--- src/rtl/mux16_rr_arbiter.sv ---
// Round-robin arbiter driving the select (S16) and one-hot grant of a shared 16:1 mux.
// Optional forced release after MAX_HOLD cycles: define HOLD_TIMEOUT_EN.
module mux16_rr_arbiter #(
  parameter int MAX_HOLD = 8,
  parameter int CW       = 8
) (
  input  logic        Clock,
  input  logic        Resetn,
  input  logic [15:0] req,
  input  logic        done,
  output logic [3:0]  S16,
  output logic [15:0] gnt,
  output logic        busy,
  output logic        timeout
);

  localparam logic [1:0] IDLE    = 2'd0;
  localparam logic [1:0] GRANT   = 2'd1;
  localparam logic [1:0] RELEASE = 2'd2;

  if (MAX_HOLD < 1 || MAX_HOLD > 255 || (2 ** CW) <= MAX_HOLD) begin : g_bad_param
    $error("mux16_rr_arbiter: MAX_HOLD must be 1..255 and fit in CW bits");
  end

  logic [1:0] state;
  logic [3:0] last;
  logic [3:0] pick;
  logic       rel;

  // First set request scanning upward from last+1, wrapping 15->0.
  function automatic logic [3:0] rr_pick(input logic [15:0] r, input logic [3:0] ptr);
    logic [3:0] idx;
    logic       found;
    rr_pick = ptr;
    found   = 1'b0;
    for (int k = 1; k <= 16; k++) begin
      idx = ptr + 4'(k);
      if (!found && r[idx]) begin
        rr_pick = idx;
        found   = 1'b1;
      end
    end
  endfunction

  assign pick = rr_pick(req, last);
  assign rel  = done || !req[S16];

`ifdef HOLD_TIMEOUT_EN
  logic [CW-1:0] cnt;
  logic          tmo;
  assign tmo = !rel && (cnt == CW'(MAX_HOLD - 1));
`endif

  always_ff @(posedge Clock or negedge Resetn) begin
    if (!Resetn) begin
      state   <= IDLE;
      S16     <= 4'd0;
      gnt     <= 16'h0000;
      busy    <= 1'b0;
      timeout <= 1'b0;
      last    <= 4'd15;
`ifdef HOLD_TIMEOUT_EN
      cnt     <= '0;
`endif
    end else begin
      timeout <= 1'b0;
      case (state)
        IDLE: begin
          if (|req) begin
            S16   <= pick;
            gnt   <= 16'(1) << pick;
            busy  <= 1'b1;
            last  <= pick;
            state <= GRANT;
`ifdef HOLD_TIMEOUT_EN
            cnt   <= '0;
`endif
          end
        end
        GRANT: begin
`ifdef HOLD_TIMEOUT_EN
          if (cnt != '1) cnt <= cnt + CW'(1);
`endif
          // Grant drops on the exit edge so the select never moves under an active grant.
          if (rel) begin
            gnt   <= 16'h0000;
            busy  <= 1'b0;
            state <= RELEASE;
          end
`ifdef HOLD_TIMEOUT_EN
          else if (tmo) begin
            gnt     <= 16'h0000;
            busy    <= 1'b0;
            timeout <= 1'b1;
            state   <= RELEASE;
          end
`endif
        end
        RELEASE: state <= IDLE;
        default: state <= IDLE;
      endcase
    end
  end

endmodule
--- config.mk ---
export PLATFORM = sky130hd
export DESIGN_NAME = mux16_rr_arbiter
export DESIGN_NICKNAME = d
export VERILOG_FILES = /design/src/rtl/mux16_rr_arbiter.sv
export SDC_FILE = /design/constraint.sdc
export NUM_CORES = 1
export LEC_CHECK = 0
export ABC_CLOCK_PERIOD_IN_PS = 6450
export CAP_MARGIN = 30
export CORE_UTILIZATION = 60
export DETAILED_ROUTE_END_ITERATION = 10
export PLACE_DENSITY = 0.83
export REMOVE_ABC_BUFFERS = 1
export SETUP_SLACK_MARGIN = 0.3
export SLEW_MARGIN = 30
export SYNTH_ARGS = -nofsm -noshare
export SYNTH_HDL_FRONTEND = slang
export SYNTH_SLANG_ARGS = --single-unit
--- constraint.sdc ---
create_clock -name Clock -period 6.45 [get_ports Clock]
set_input_delay 0.9675 -clock Clock [delete_from_list [all_inputs] [get_ports Clock]]
set_output_delay 0.9675 -clock Clock [all_outputs]
set_load 0.005 [all_outputs]
# After elaboration in Yosys (flattened, before gate mapping)
# Index checks and enable logic that the tools add are counted.
[word_totals] elab_cells=153 regBits=27
[classes] magnitude_cmp=17 reduce_logical=38 n_eq_ne=3 shift=1 addsub=15 muxes=74
[ops] cell="$lt A4 B5 Y1 const B" n=17
[ops] cell="$bmux W1 S4" n=17
[ops] cell="$mux W4" n=16
[ops] cell="$mux W1" n=34
[ops] cell="$add A4 B4 Y4 const B" n=8
[ops] cell="$mux W16" n=2
[ops] cell="$pmux W16 S2" n=1
[ops] cell="$add A4 B3 Y4 const B" n=4
[ops] cell="$logic_not A1 Y1" n=16
[ops] cell="$reduce_or A16 Y1" n=1
[ops] cell="$shl A1 B4 Y16 const A" n=1
[ops] cell="$logic_and A1 B1 Y1" n=15
[ops] cell="$add A4 B2 Y4 const B" n=2
[ops] cell="$add A4 B1 Y4 const B" n=1
[ops] cell="$mux W2" n=2
[ops] cell="$ne A2 B2 Y1 const B" n=2
[ops] cell="$pmux W2 S2" n=1
[ops] cell="$reduce_and A2 Y1" n=2
[ops] cell="$reduce_and A3 Y1" n=1
[ops] cell="$eq A2 B1 Y1 const B" n=1
[ops] cell="$logic_not A2 Y1" n=1
[ops] cell="$pmux W1 S2" n=1
[ops] cell="$reduce_bool A2 Y1" n=1
[ops] cell="$logic_or A1 B1 Y1" n=1

# Logic depth before layout (Yosys ltp)
[depth] word_depth=52 ltp_mapped=17 depth_no_buf=11

# Least setup slack after synthesis
# Ideal clock, no wire load.
[synth_timing] path_type="reg2reg" start="reg last[1]" end="reg gnt[10]" setup_ns=0.110 path_stages_with_launch=15 arrival_ns=4.042 n_path_buf=4 required_time_ns=6.340 slack_ns=2.298 path_cell_list="dfstp_2 -> clkbuf_1 -> inv_1 -> buf_1 -> ha_1 -> clkbuf_1 -> xnor2_1 -> mux4_2 -> nor3_1 -> nand4_1 -> o2bb2ai_1 -> o221ai_2 -> o32a_1 -> buf_6 -> o41ai_1"
[synth_via] elab_chain_cells=52 word_cells_on_any_way=111
[synth_lines] item="start: declaration" line="26" text="logic [3:0] last;"
[synth_lines] item="start signal: assignment" line="73" text="last <= pick;"
[synth_lines] item="$add A4 B1 Y4" line="37" text="idx = ptr + 4'(k);"
[synth_lines] item="$bmux W1 S4" line="38" text="if (!found && r[idx]) begin"
[synth_lines] item="$mux W1 (not written as such)" line="38"
[synth_lines] item="$mux W1" line="38"
[synth_lines] item="$logic_not A1 Y1" line="38"
[synth_lines] item="$logic_and A1 B1 Y1" line="38"
[synth_lines] item="$mux W1" line="38"
[synth_lines] item="$logic_not A1 Y1" line="38"
[synth_lines] item="(+36 left out)"
[synth_lines] item="$logic_and A1 B1 Y1" line="38"
[synth_lines] item="$mux W1" line="38"
[synth_lines] item="$logic_not A1 Y1" line="38"
[synth_lines] item="$logic_and A1 B1 Y1" line="38"
[synth_lines] item="$mux W4 *" line="38"
[synth_lines] item="$shl A1 B4 Y16 *" line="71" text="gnt <= 16'(1) << pick;"
[synth_lines] item="$mux W16 *" line="69" text="if (|req) begin"
[synth_lines] item="$pmux W16 S2 *" line="67" text="case (state)"
[synth_lines] item="end signal: assignment" line="71"
[synth_lines] item="end: declaration" line="12" text="output logic [15:0] gnt,"
# Every way passes the cells marked *; elsewhere a longest branch is shown, timed or not. The select of a mux whose other input is x is not followed.
# A chain may end at the register's enable or synchronous reset.

# Worst setup path after layout
[layout_timing] start="reg last[1]" end="reg gnt[8]"
# Same word-level chain as after synthesis.

==> results.py <==
metrics = {
    "timing": {
        "timing.final.crit_period_ns": 5.27,
        "finClkSkew_ns": 0.00553,
        "fmax_ghz": 0.190,
        "relSlewSlack_pct": 37.6,
        "finalWorstSetupSlack_ns": 1.18,
        "report.final.slew_viol_count": 0,
        "rsz0062_at_grt": "no",
        "tightest_slew_ns": 0.936,
        "finalSetupViolCount": 0,
        "final.period_utilization_pct": 81.7,
        "hold_viol_final": 0,
        "finalSetupTns_ns": 0,
    },
    "status": {
        "status": "finished, final reports clean",
    },
    "finish": {
        "drive_gt1_share_pct": 23.4,
        "num-nets-final": 486,
        "area_growth_pct": 8.88,
        "antenna_cells": 0,
        "utilization_pct": 69.2,
        "nFillCells": 547,
    },
    "critical_path": {
        "crit_fanout": 23,
        "required_ns": 6.59,
        "startpoint_type": "register",
        "worstRegToRegCells": 11,
        "arrival_ns": 5.41,
        "r2r_start": "last[1]",
        "crit_type": "reg -> reg",
        "endpoint_kind": "register",
        "r2r-end": "gnt[8]",
        "reg2reg_slack_ns": 1.18,
    },
    "route": {
        "vias": 4280,
        "drc": 0,
        "dr.pass1.iters": 5,
        "drt_iter0_markers": 522,
        "drtAntennaViolNets": 0,
        "wirelength_mm": 14.5,
        "vias_per_cell": 7.73,
        "detail_route.wl_per_cell_um": 26.2,
    },
    "worst_hold_path": {
        "hold_class": "reg -> reg",
        "worstHoldStart": "gnt[14]",
        "holdPathEnd": "gnt[14]",
        "hold_path_depth": 2,
    },
    "yosys": {
        "synth-edff-count": 0,
        "yosysWarnings": 0,
        "synthArstFlopShare_pct": 100,
        "syn_area_per_cell_um2": 10.1,
        "synth-seq-cells": 27,
        "syn_area_um2": 4440,
        "netlist-cell-type-count": 82,
        "syn_inst": 441,
        "synth-main-ff-cell": "dfrtp_1",
        "ys_seq_area_share_pct": 15.3,
    },
    "floorplanning": {
        "die_area_um2": 7750,
        "die_w_um": 88.0,
        "initial_core_util_pct": 63.6,
        "rows": 30,
        "die-height_um": 88.0,
        "ios": 41,
        "core_area_um2": 6980,
    },
    "cts": {
        "cts_buffers": 3,
        "cts_hold_buf": 0,
        "cts.clk_slew.worst_paths_ns": 0.09,
        "cts.repair.resized": 0,
        "cts_tree": "yes",
        "htreeDepth": 1,
        "clock_sinks": 27,
        "post-cts-setup-buffers": 0,
        "clock_latency_ns": 0.28,
        "cts_buffer_depth": 2,
        "cts-root-buf": "clkbuf_8",
    },
    "placement": {
        "gp_congestion": 1.03,
        "hpwl_mm": 10.7,
        "io_buffers": 39,
        "dp_slack_ns": 1.36,
    },
    "job": {
        "cap_violations": 0,
    },
    "global_routing": {
        "grt_usage_pct": 39.5,
        "grt_pass1_vias": 4041,
        "grt_max_degree": 47,
        "gr-total-overflow": 0,
        "grt_pass1_wl_mm": 22.7,
        "antenna_found_initial": 0,
    },
}
==> logic make-up after synthesis <==
| group | count (synthesis) | synth area share [%] |
|---|---|---|
| flops | 27 | 15.3 |
| buf+inv | 42 | 5.30 |
| simple gates | 140 | 17.7 |
| other cells | 1 | 0.0844 |
| mux | 100 | 36.0 |
| xor+xnor | 13 | 3.49 |
| compound gates | 110 | 19.9 |
| fa+ha+maj | 8 | 2.25 |
==> final cells by class <==
class / instances / area (µm²) / share of cell area, %
clock buffer: 3 / 41.3 / 0.854
tap: 96 / 120 / 2.48
multi-input combinational: 372 / 3530 / 73.0
inverter: 12 / 45.0 / 0.932
clock inverter: 1 / 5.00 / 0.104
timing repair buffer: 43 / 415 / 8.59
sequential: 27 / 681 / 14.1
==> cells in the mapped netlist, types with 6 or more instances <==
library cell | instances | share of area [%]
mux2_2 | 13 | 3.3
xnor2_1 | 6 | 1.2
o41ai_1 | 8 | 1.6
mux4_2 | 41 | 21
o21ai_0 | 16 | 1.8
nand2_1 | 42 | 3.6
nor3_1 | 10 | 1.1
a31oi_1 | 6 | 0.85
mux2i_1 | 32 | 7.2
and2_1 | 8 | 1.1
inv_1 | 11 | 0.93
o41ai_2 | 8 | 2.9
ha_1 | 8 | 2.3
nor2_1 | 22 | 1.9
clkbuf_1 | 8 | 0.68
buf_6 | 7 | 1.8
nand3_1 | 13 | 1.5
nand2b_1 | 8 | 1.1
dfrtp_1 | 23 | 13
o31ai_1 | 6 | 1.0
a21oi_1 | 15 | 1.7
==> per-stage QoR <==
stage	area, µm²	hold WS (ns)	std cells
finish	4830	0.483	554
global route	4830	0.500	554
CTS	4830	0.486	554
detailed placement	4790	0.464	550
global placement	4790	0.457	550
floorplan	4250	0.467	411
==> worst max path at each step <==
stage | start | end | slack [ns] | cells past startpoint
floorplan | last[0] | gnt[10] | 1.83 | 11
global placement | last[1] | gnt[10] | 1.51 | 11
global route | last[1] | gnt[8] | 0.83 | 11
CTS | last[1] | gnt[8] | 1.31 | 11
finish | last[1] | gnt[8] | 1.18 | 11
detailed placement | last[1] | gnt[8] | 1.36 | 11
==> critical path, cell delays in order (launching register included) <==
cell and delay (ns):
dfstp_2 0.54, inv_1 0.32, ha_1 1.06, mux4_2 0.46, mux2i_1 0.59, mux2i_1 0.35, nor3_2 0.37, nand4_1 0.19
o2bb2ai_1 0.25, o221ai_2 0.14, o32a_1 0.35, o41ai_1 0.50
==> sequential cells by signal, indices dropped and copies added (netlist names) <==
signal	flops
busy	1
S16	4
state	2
last	4
gnt	16
==> cell usage in the layout (no fill, tap or decap), types with 13 or more instances in the layout <==
cell type        synthesis  layout
dfrtp_1                 23      23
o21ai_0                 16      16
a21oi_1                 15      15
mux2_2                  13      13
nand2_1                 42      42
mux2i_1                 32      32
nand3_1                 13      13
clkdlybuf4s50_1          0      38
nor2_1                  22      21
mux4_2                  41      41
==> routing by layer <==
layer / GRT usage (%) / vias to the layer above / wire length, µm
li1: - / 1801 / -
met1: 55.0 / 2084 / 5620
met2: 61.5 / 340 / 6780
met3: 8.01 / 55 / 1620
met4: 14.5 / 0 / 505
met5: 0 / - / 0
Power is not shown: default switching activity piles up to over one toggle a cycle in this logic, so the estimate is an artifact.
